## config.mk

```make
export PLATFORM = sky130hd
export DESIGN_NAME = spart_receive_flat
export DESIGN_NICKNAME = d
export VERILOG_FILES = /design/src/rtl/spart_receive_if.sv /design/src/rtl/spart_receive.sv /design/src/flat_wrapper.sv
export SDC_FILE = /design/constraint.sdc
export NUM_CORES = 1
export LEC_CHECK = 0
export CORE_MARGIN = 1.5
export CORE_UTILIZATION = 38
export CTS_CLUSTER_SIZE = 40
export DETAILED_ROUTE_END_ITERATION = 16
export DONT_BUFFER_PORTS = 1
export PLACE_DENSITY = 0.52
export SKIP_LAST_GASP = 1
export SYNTH_ARGS = -nofsm -noshare
export SYNTH_HDL_FRONTEND = slang
export SYNTH_SLANG_ARGS = --single-unit
```

## constraint.sdc

```tcl
create_clock -name clk -period 2.5 [get_ports clk]
set_clock_uncertainty 0.05 [all_clocks]
set_input_delay 0.5 -clock clk [delete_from_list [all_inputs] [get_ports clk]]
set_output_delay 0.5 -clock clk [all_outputs]
set_load 0.02 [all_outputs]
```

## src/rtl/spart_receive_if.sv

```systemverilog
// rtl/spart_receive_if.sv - SPART receive front-end signal bundle
interface spart_receive_if #(
    parameter int DATA_BITS = 8
);
    logic                 Enable;
    logic                 RxD;
    logic [DATA_BITS-1:0] DATA;
    logic                 RDA;
    logic                 FE;

    modport master (output Enable, output RxD, input DATA, input RDA, input FE);
    modport slave  (input Enable, input RxD, output DATA, output RDA, output FE);
endinterface

```

## src/rtl/spart_receive.sv

```systemverilog
// rtl/spart_receive.sv - SPART 8N1 serial receiver, oversampled on baud ticks
module spart_receive #(
    parameter int OVERSAMPLE = 8,
    parameter int DATA_BITS  = 8
) (
    input  logic            clk,
    input  logic            rst,
    spart_receive_if.slave  bus
);
    localparam int CW = $clog2(OVERSAMPLE);
    localparam int IW = (DATA_BITS > 1) ? $clog2(DATA_BITS) : 1;
    localparam logic [CW-1:0] HALF_LAST = CW'(OVERSAMPLE / 2 - 1);
    localparam logic [CW-1:0] BIT_LAST  = CW'(OVERSAMPLE - 1);
    localparam logic [IW-1:0] IDX_LAST  = IW'(DATA_BITS - 1);

    typedef enum logic [2:0] {S_IDLE, S_START, S_DATA, S_STOP, S_BREAK} state_t;

    state_t               state, state_n;
    logic [CW-1:0]        cnt, cnt_n;
    logic [IW-1:0]        idx, idx_n;
    logic [DATA_BITS-1:0] shreg, shreg_n;
    logic [DATA_BITS-1:0] data_q, data_n;
    logic                 rda_q, rda_n;
    logic                 fe_q, fe_n;
    logic                 rx_m, rx_s;

    // Two-flop synchroniser runs every clk regardless of the baud tick.
    always_ff @(posedge clk) begin
        if (rst) begin
            rx_m <= 1'b1;
            rx_s <= 1'b1;
        end else begin
            rx_m <= bus.RxD;
            rx_s <= rx_m;
        end
    end

    always_ff @(posedge clk) begin
        if (rst) begin
            state  <= S_IDLE;
            cnt    <= '0;
            idx    <= '0;
            shreg  <= '0;
            data_q <= '0;
            rda_q  <= 1'b0;
            fe_q   <= 1'b0;
        end else begin
            state  <= state_n;
            cnt    <= cnt_n;
            idx    <= idx_n;
            shreg  <= shreg_n;
            data_q <= data_n;
            rda_q  <= rda_n;
            fe_q   <= fe_n;
        end
    end

    always_comb begin
        state_n = state;
        cnt_n   = cnt;
        idx_n   = idx;
        shreg_n = shreg;
        data_n  = data_q;
        rda_n   = 1'b0;
        fe_n    = 1'b0;
        if (bus.Enable) begin
            case (state)
                S_IDLE: begin
                    if (!rx_s) begin
                        state_n = S_START;
                        cnt_n   = '0;
                    end
                end
                S_START: begin
                    // Re-check the line half a bit in to reject short glitches.
                    if (cnt == HALF_LAST) begin
                        cnt_n = '0;
                        if (rx_s) begin
                            state_n = S_IDLE;
                        end else begin
                            state_n = S_DATA;
                            idx_n   = '0;
                        end
                    end else begin
                        cnt_n = cnt + CW'(1);
                    end
                end
                S_DATA: begin
                    if (cnt == BIT_LAST) begin
                        cnt_n   = '0;
                        shreg_n = {rx_s, shreg[DATA_BITS-1:1]};
                        if (idx == IDX_LAST) begin
                            idx_n   = '0;
                            state_n = S_STOP;
                        end else begin
                            idx_n = idx + IW'(1);
                        end
                    end else begin
                        cnt_n = cnt + CW'(1);
                    end
                end
                S_STOP: begin
                    if (cnt == BIT_LAST) begin
                        cnt_n = '0;
                        if (rx_s) begin
                            data_n  = shreg;
                            rda_n   = 1'b1;
                            state_n = S_IDLE;
                        end else begin
                            fe_n    = 1'b1;
                            state_n = S_BREAK;
                        end
                    end else begin
                        cnt_n = cnt + CW'(1);
                    end
                end
                S_BREAK: begin
                    if (rx_s) state_n = S_IDLE;
                end
                default: state_n = S_IDLE;
            endcase
        end
    end

    assign bus.DATA = data_q;
    assign bus.RDA  = rda_q;
    assign bus.FE   = fe_q;
endmodule
```

## src/flat_wrapper.sv

```systemverilog
// flat-port wrapper written by rule: the top's interface ports become plain ports
module spart_receive_flat 
#(
    parameter int OVERSAMPLE = 8,
    parameter int DATA_BITS  = 8
)
  (clk, rst, bus_Enable, bus_RxD, bus_DATA, bus_RDA, bus_FE);
  spart_receive_if #(.DATA_BITS(DATA_BITS)) bus_i ();
  input  logic clk;
  input  logic rst;
  input wire logic [$bits(bus_i.Enable)-1:0] bus_Enable;
  input wire logic [$bits(bus_i.RxD)-1:0] bus_RxD;
  output wire logic [$bits(bus_i.DATA)-1:0] bus_DATA;
  output wire logic [$bits(bus_i.RDA)-1:0] bus_RDA;
  output wire logic [$bits(bus_i.FE)-1:0] bus_FE;
  assign bus_i.Enable = bus_Enable;
  assign bus_i.RxD = bus_RxD;
  assign bus_DATA = bus_i.DATA;
  assign bus_RDA = bus_i.RDA;
  assign bus_FE = bus_i.FE;
  spart_receive #(.OVERSAMPLE(OVERSAMPLE), .DATA_BITS(DATA_BITS)) u_core (.clk(clk), .rst(rst), .bus(bus_i));
endmodule
```

==> results of run 1 <==
==> cell type report <==
| type | instances | share of cell area [%] |
|---|---|---|
| multi-input combinational | 101 | 47.2 |
| inverter | 3 | 0.829 |
| tap | 44 | 4.06 |
| sequential | 29 | 42.8 |
| clock inverter | 1 | 0.369 |
| clock buffer | 7 | 4.79 |
==> kinds of logic (layout without fill, tap and decap cells) <==
family | count (synthesis) | in the layout | synth area share [%]
AO/OA/AOI/OAI | 28 | 28 | 14.4
XOR/XNOR | 1 | 1 | 0.686
adder cells (fa/ha/maj) | 5 | 5 | 4.90
buffers and inverters | 12 | 11 | 4.41
flip-flops | 29 | 29 | 45.4
multiplexers | 9 | 9 | 7.05
AND/OR/NAND/NOR | 58 | 58 | 23.1
==> flip-flops by register name, indices dropped and copies added, names as in the netlist <==
signal / count
u_core.bus.DATA: 8
u_core.bus.FE: 1
u_core.bus.RDA: 1
u_core.cnt: 3
u_core.idx: 3
u_core.rx_m: 1
u_core.rx_s: 1
u_core.shreg: 8
u_core.state: 3
==> layer usage <==
metal / share of wire, % / vias up
met4: 0.57 / 0
met5: 0 / -
li1: - / 490
met2: 45 / 13
met3: 3.8 / 2
met1: 51 / 424
==> metrics by stage <==
step	cell area, um^2	util (%)
after floorplan	1280	-
after global placement	1290	41.2
after detailed placement	1290	41.2
after CTS	1360	43.4
after global routing	1360	43.4
final	1360	43.4
==> path summary, 6_finish.rpt <==
path	endpoint	slack (ns)	cells after the start
min reg2reg	u_core.rx_s	0.36	1
max	u_core.state[1]	0.62	6
max reg2reg	u_core.state[1]	0.62	6
min	u_core.bus.RDA	0.19	1
==> worst reg2reg max path, stage by stage, from the launching register on <==
cell,delay [ns]
dfxtp_1,0.33
ha_1,0.20
ha_1,0.20
o2111a_1,0.23
a2111o_1,0.44
a211oi_1,0.27
a41o_1,0.12
==> power by group <==
group	total, W	switching, W	leakage (nW)	internal (W)
registers	0.000468	0.00000399	0.234	0.000464
clock network	0.000317	0.000154	0.0413	0.000163
logic	0.0000116	0.00000588	0.305	0.00000570
==> cell usage after synthesis <==
library cell  count
a2111o_1          1
a211oi_1          2
a21boi_0          1
a21o_1            1
a21oi_1          14
a31o_1            1
a31oi_1           1
a32oi_1           1
a41o_1            1
and2_1            1
and3_1            1
buf_2             3
buf_6             1
clkbuf_1          5
dfxtp_1          29
ha_1              5
inv_1             3
mux2i_1           9
nand2_1          19
nand2b_1          3
nand3_1           4
nand3b_1          2
nand4_2           1
nor2_1           14
nor2b_1           2
nor3_1            2
nor3b_1           2
nor3b_2           1
nor4_1            1
o2111a_1          1
o211ai_1          3
o21ai_0           1
or2_2             4
or4_4             1
xor2_1            1
==> results.json, run 1 <==
{
  "outcome": "completed",
  "clockRootBuffer": "clkbuf_4",
  "cts_hold_buf": 0,
  "fin_cells": 185,
  "syn_avg_cell_area_um2": 9.00,
  "cap_violations": 0,
  "place.gp.congestion": 0.728,
  "cts_buffer_depth": 2,
  "vias": 929,
  "cp-start-kind": "register",
  "synth_top_area_cell": "dfxtp_1",
  "final_nets": 149,
  "num_antenna_cells": 0,
  "met3_usage_pct": 8.10,
  "grt_pass1_vias": 892,
  "antenna_left": 0,
  "synth_area_leaders": "dfxtp_1, mux2i_1, nand2_1",
  "cpMostUsedCell": "ha_1",
  "use_met1_pct": 17.9,
  "post_cts_resized": 0,
  "hold_viol": 0,
  "use_met2_pct": 22.3,
  "min_period_ns": 1.88,
  "wl_um": 2260,
  "cts-htree-levels": 2,
  "grt_max_degree": 32,
  "power_w": 0.000796,
  "cts_tree": "done",
  "antenna_found_initial": 0,
  "slew_violations": 0,
  "max-slew-margin-rel_pct": 66.5,
  "drc_errors": 0,
  "clk_pin_slew_ns": 0.09,
  "start_util_pct": 40.8,
  "yosysSeqAreaShare_pct": 45.4,
  "crit_family": "compound AO/OA/AOI/OAI gates",
  "critPathMaxFanout": 4,
  "synth_cell_types": 35,
  "post-place-ws_ns": 0.640,
  "yosys_warnings": 0,
  "synth.top_cell.area_share_pct": 45.4,
  "area_growth_pct": 6.27,
  "multi_input_area_um2": 641,
  "cts_setup_buffers": 0,
  "ios": 14,
  "cts_buffers": 5,
  "fin_crit_sh_pct": 75.0,
  "min_from": "rst",
  "clock.fmax_mhz": 533,
  "grt_busiest_layer": "met2",
  "final_common_cell": "dfxtp_1",
  "syn-num-nets": 151,
  "wl_per_cell_um": 12.2,
  "worstSetupPathType": "reg -> reg",
  "required_ns": 2.72,
  "setup_violations": 0,
  "final_cell_mix": "dfxtp_1, nand2_1, nor2_1, a21oi_1, mux2i_1",
  "cp-end-kind": "register",
  "dp.cells": 177,
  "critPathLaunch": "u_core.idx[0]",
  "final-seq-area_um2": 581,
  "hp-class": "in -> reg",
  "firstDrtPassIters": 4,
  "grt_usage_pct": 14.9,
  "clk-insertion-delay-late_ns": 0.32,
  "rsz0062_at_grt": "false",
  "netlist_area_um2": 1280,
  "via_per_inst": 5.02,
  "fillCellCount": 320,
  "finalSetupTns_ns": 0,
  "crit_buf_inv": 0,
  "power_density_nw_per_um2": 587,
  "worst_ep_arrival_time_ns": 2.10,
  "die_h_um": 61.0,
  "num_rows": 20,
  "drive_above_1_share_pct": 10.6,
  "synth_seq_cells": 29,
  "cts_sinks": 29,
  "cp_slowest_cell": "a2111o_1",
  "cp_cell_sequence": "ha_1 > ha_1 > o2111a_1 > a2111o_1 > a211oi_1 > a41o_1",
  "overflow": 0,
  "dr.first_iter.drc_count": 37,
  "max_slew.worst_pin.slew_ns": 0.499,
  "reg2reg_from": "u_core.idx[0]",
  "dp_hpwl_um": 1600,
  "leakage_nw": 0.581,
  "port_buffers": 0,
  "grt_pass1_wl_um": 3950,
  "dieWidth_um": 61.0,
  "ir_drop_mv": 0.277,
  "cpPeakStageDelay_ns": 0.44,
  "core_um2": 3130,
  "setup_slack_ns": 0.624,
  "synthCells": 142,
  "fin_hold_ws_ns": 0.189,
  "dieArea_um2": 3720
}
Note: power is estimated with default switching activity, not from simulation.
==> inputs of run 2 (changes only) <==
==> constraint.sdc (replaced) <==
create_clock -name clk -period 1.8 [get_ports clk]
set_clock_uncertainty 0.05 [all_clocks]
set_input_delay 0.36 -clock clk [delete_from_list [all_inputs] [get_ports clk]]
set_output_delay 0.36 -clock clk [all_outputs]
set_load 0.02 [all_outputs]
==> results.json, run 2 (synthesis gave the netlist of run 1 again) <==
{
  "area_growth_pct": 11.9,
  "outcome": "completed",
  "p_sw_share_pct": 20.7,
  "grt_usage_pct": 15.4,
  "hold_viol": 0,
  "final_cell_mix": "dfxtp_1, nand2_1, nor2_1, a21oi_1, mux2i_1",
  "wl_per_cell_um": 12.8,
  "final_nets": 154,
  "dieWidth_um": 61.0,
  "ios": 14,
  "antenna_found_initial": 0,
  "cts_hold_buf": 0,
  "cts-htree-levels": 2,
  "slew_violations": 0,
  "grt_pass1_wl_um": 4150,
  "place.gp.congestion": 0.773,
  "cts_tree": "done",
  "grt_max_degree": 32,
  "p_switching_w": 0.000219,
  "met3_usage_pct": 4.69,
  "power_frac_seq_pct": 61.6,
  "num_antenna_cells": 0,
  "fin_hold_ws_ns": 0.0501,
  "worst_ep_arrival_time_ns": 1.93,
  "worstSetupPathType": "reg -> reg",
  "cp-start-kind": "register",
  "cts_buffers": 5,
  "grt_busiest_layer": "met2",
  "rsz0062_at_grt": "true",
  "internal_power_w": 0.000837,
  "clockRootBuffer": "clkbuf_4",
  "wl_um": 2420,
  "cts_sinks": 29,
  "clk-insertion-delay-late_ns": 0.32,
  "drc_errors": 0,
  "use_met2_pct": 23.5,
  "grt_pass1_vias": 920,
  "multi_input_area_um2": 676,
  "power_w": 0.00106,
  "antenna_left": 0,
  "cts_buffer_depth": 2,
  "dr.first_iter.drc_count": 47,
  "required_ns": 2.02,
  "num_rows": 20,
  "finish.utilization_pct": 45.7,
  "overflow": 0,
  "fin_crit_sh_pct": 95.2,
  "cap_violations": 0,
  "ir_drop_mv": 0.511,
  "start_util_pct": 40.8,
  "clk_pin_slew_ns": 0.09,
  "use_met1_pct": 19.7,
  "fillCellCount": 309,
  "min_path_cells": 1,
  "r2r_cells": 6,
  "dieArea_um2": 3720,
  "firstDrtPassIters": 4,
  "critPathMaxFanout": 4,
  "vias": 969,
  "reg2reg_from": "u_core.idx[1]",
  "setup_violations": 0,
  "min_from": "rst",
  "cp-end-kind": "register",
  "clock.fmax_mhz": 584,
  "via_per_inst": 5.13,
  "hp-class": "in -> reg",
  "dp_hpwl_um": 1630,
  "max_slew.worst_pin.slew_ns": 0.469,
  "clockPowerShare_pct": 36.8,
  "die_h_um": 61.0,
  "min_period_ns": 1.71,
  "comb_power_share_pct": 1.6,
  "max-slew-margin-rel_pct": 68.4,
  "power_density_nw_per_um2": 738,
  "core_um2": 3130,
  "final_common_cell": "dfxtp_1",
  "drive_above_1_share_pct": 16.6,
  "critPathLaunch": "u_core.idx[1]",
  "leakage_nw": 0.599,
  "port_buffers": 0,
  "final-seq-area_um2": 583
}
[run 2: changes by cell type in the layout (fill, tap and decap cells not counted), sizes merged]
cell | before | now
buf | 0 | 5
clkinv | 1 | 0
[run 2: routing by layer]
metal | share of wire (%) | up-vias
li1 | - | 495
met1 | 50 | 456
met2 | 46 | 12
met3 | 3.3 | 6
met4 | 1.2 | 0
met5 | 0 | -
[run 2: worst paths after layout]
kind                          end  slack [ns]
setup reg to reg  u_core.state[1]        0.09
hold / removal      u_core.idx[1]        0.05
hold reg to reg       u_core.rx_s        0.37
setup / recovery  u_core.state[1]        0.09
[run 2: power by group through the flow]
| stage | Combinational, W | Sequential (W) | Clock, W |
|---|---|---|---|
| after floorplan | 0.0000269 | 0.000661 | 0 |
| after global placement | 0.0000155 | 0.000665 | 0 |
| after detailed placement | 0.0000157 | 0.000665 | 0 |
| after CTS | 0.0000165 | 0.000650 | 0.000401 |
| after global routing | 0.0000196 | 0.000651 | 0.000432 |
| final | 0.0000167 | 0.000650 | 0.000389 |
[run 2: layout make-up]
cell class	instances	share of cell area [%]
clock buffer	7	3.85
timing repair buffer	5	3.50
tap	44	3.85
sequential	29	40.8
multi-input combinational	101	47.2
inverter	3	0.787
[run 2: stage by stage]
stage          area (um^2)  setup slack (ns)   TNS, ns  cells
5_1_grt               1430          -0.00729  -0.00729    189
4_1_cts               1400          -0.00814  -0.00814    188
6_report              1430            0.0863         0    189
3_3_place_gp          1330            0.0120         0    181
2_1_floorplan         1280            0.0409         0    142
3_5_place_dp          1330           -0.0921    -0.129    181
[run 2: timing repair]
action | 4_1_cts | 5_1_grt
setup endpoints to repair | 2 | 2
pin swaps | 3 | 2
gates cloned | 0 | 0
endpoints found under the hold margin | 0 | 0
setup buffers | 0 | 1
gates resized for setup | 2 | 6
[run 2: critical path, cell delays in order, from the launching register on]
cell,delay [ns]
dfxtp_2,0.35
ha_4,0.16
ha_4,0.15
o2111a_1,0.22
a2111o_1,0.37
a211oi_2,0.26
a41o_1,0.11
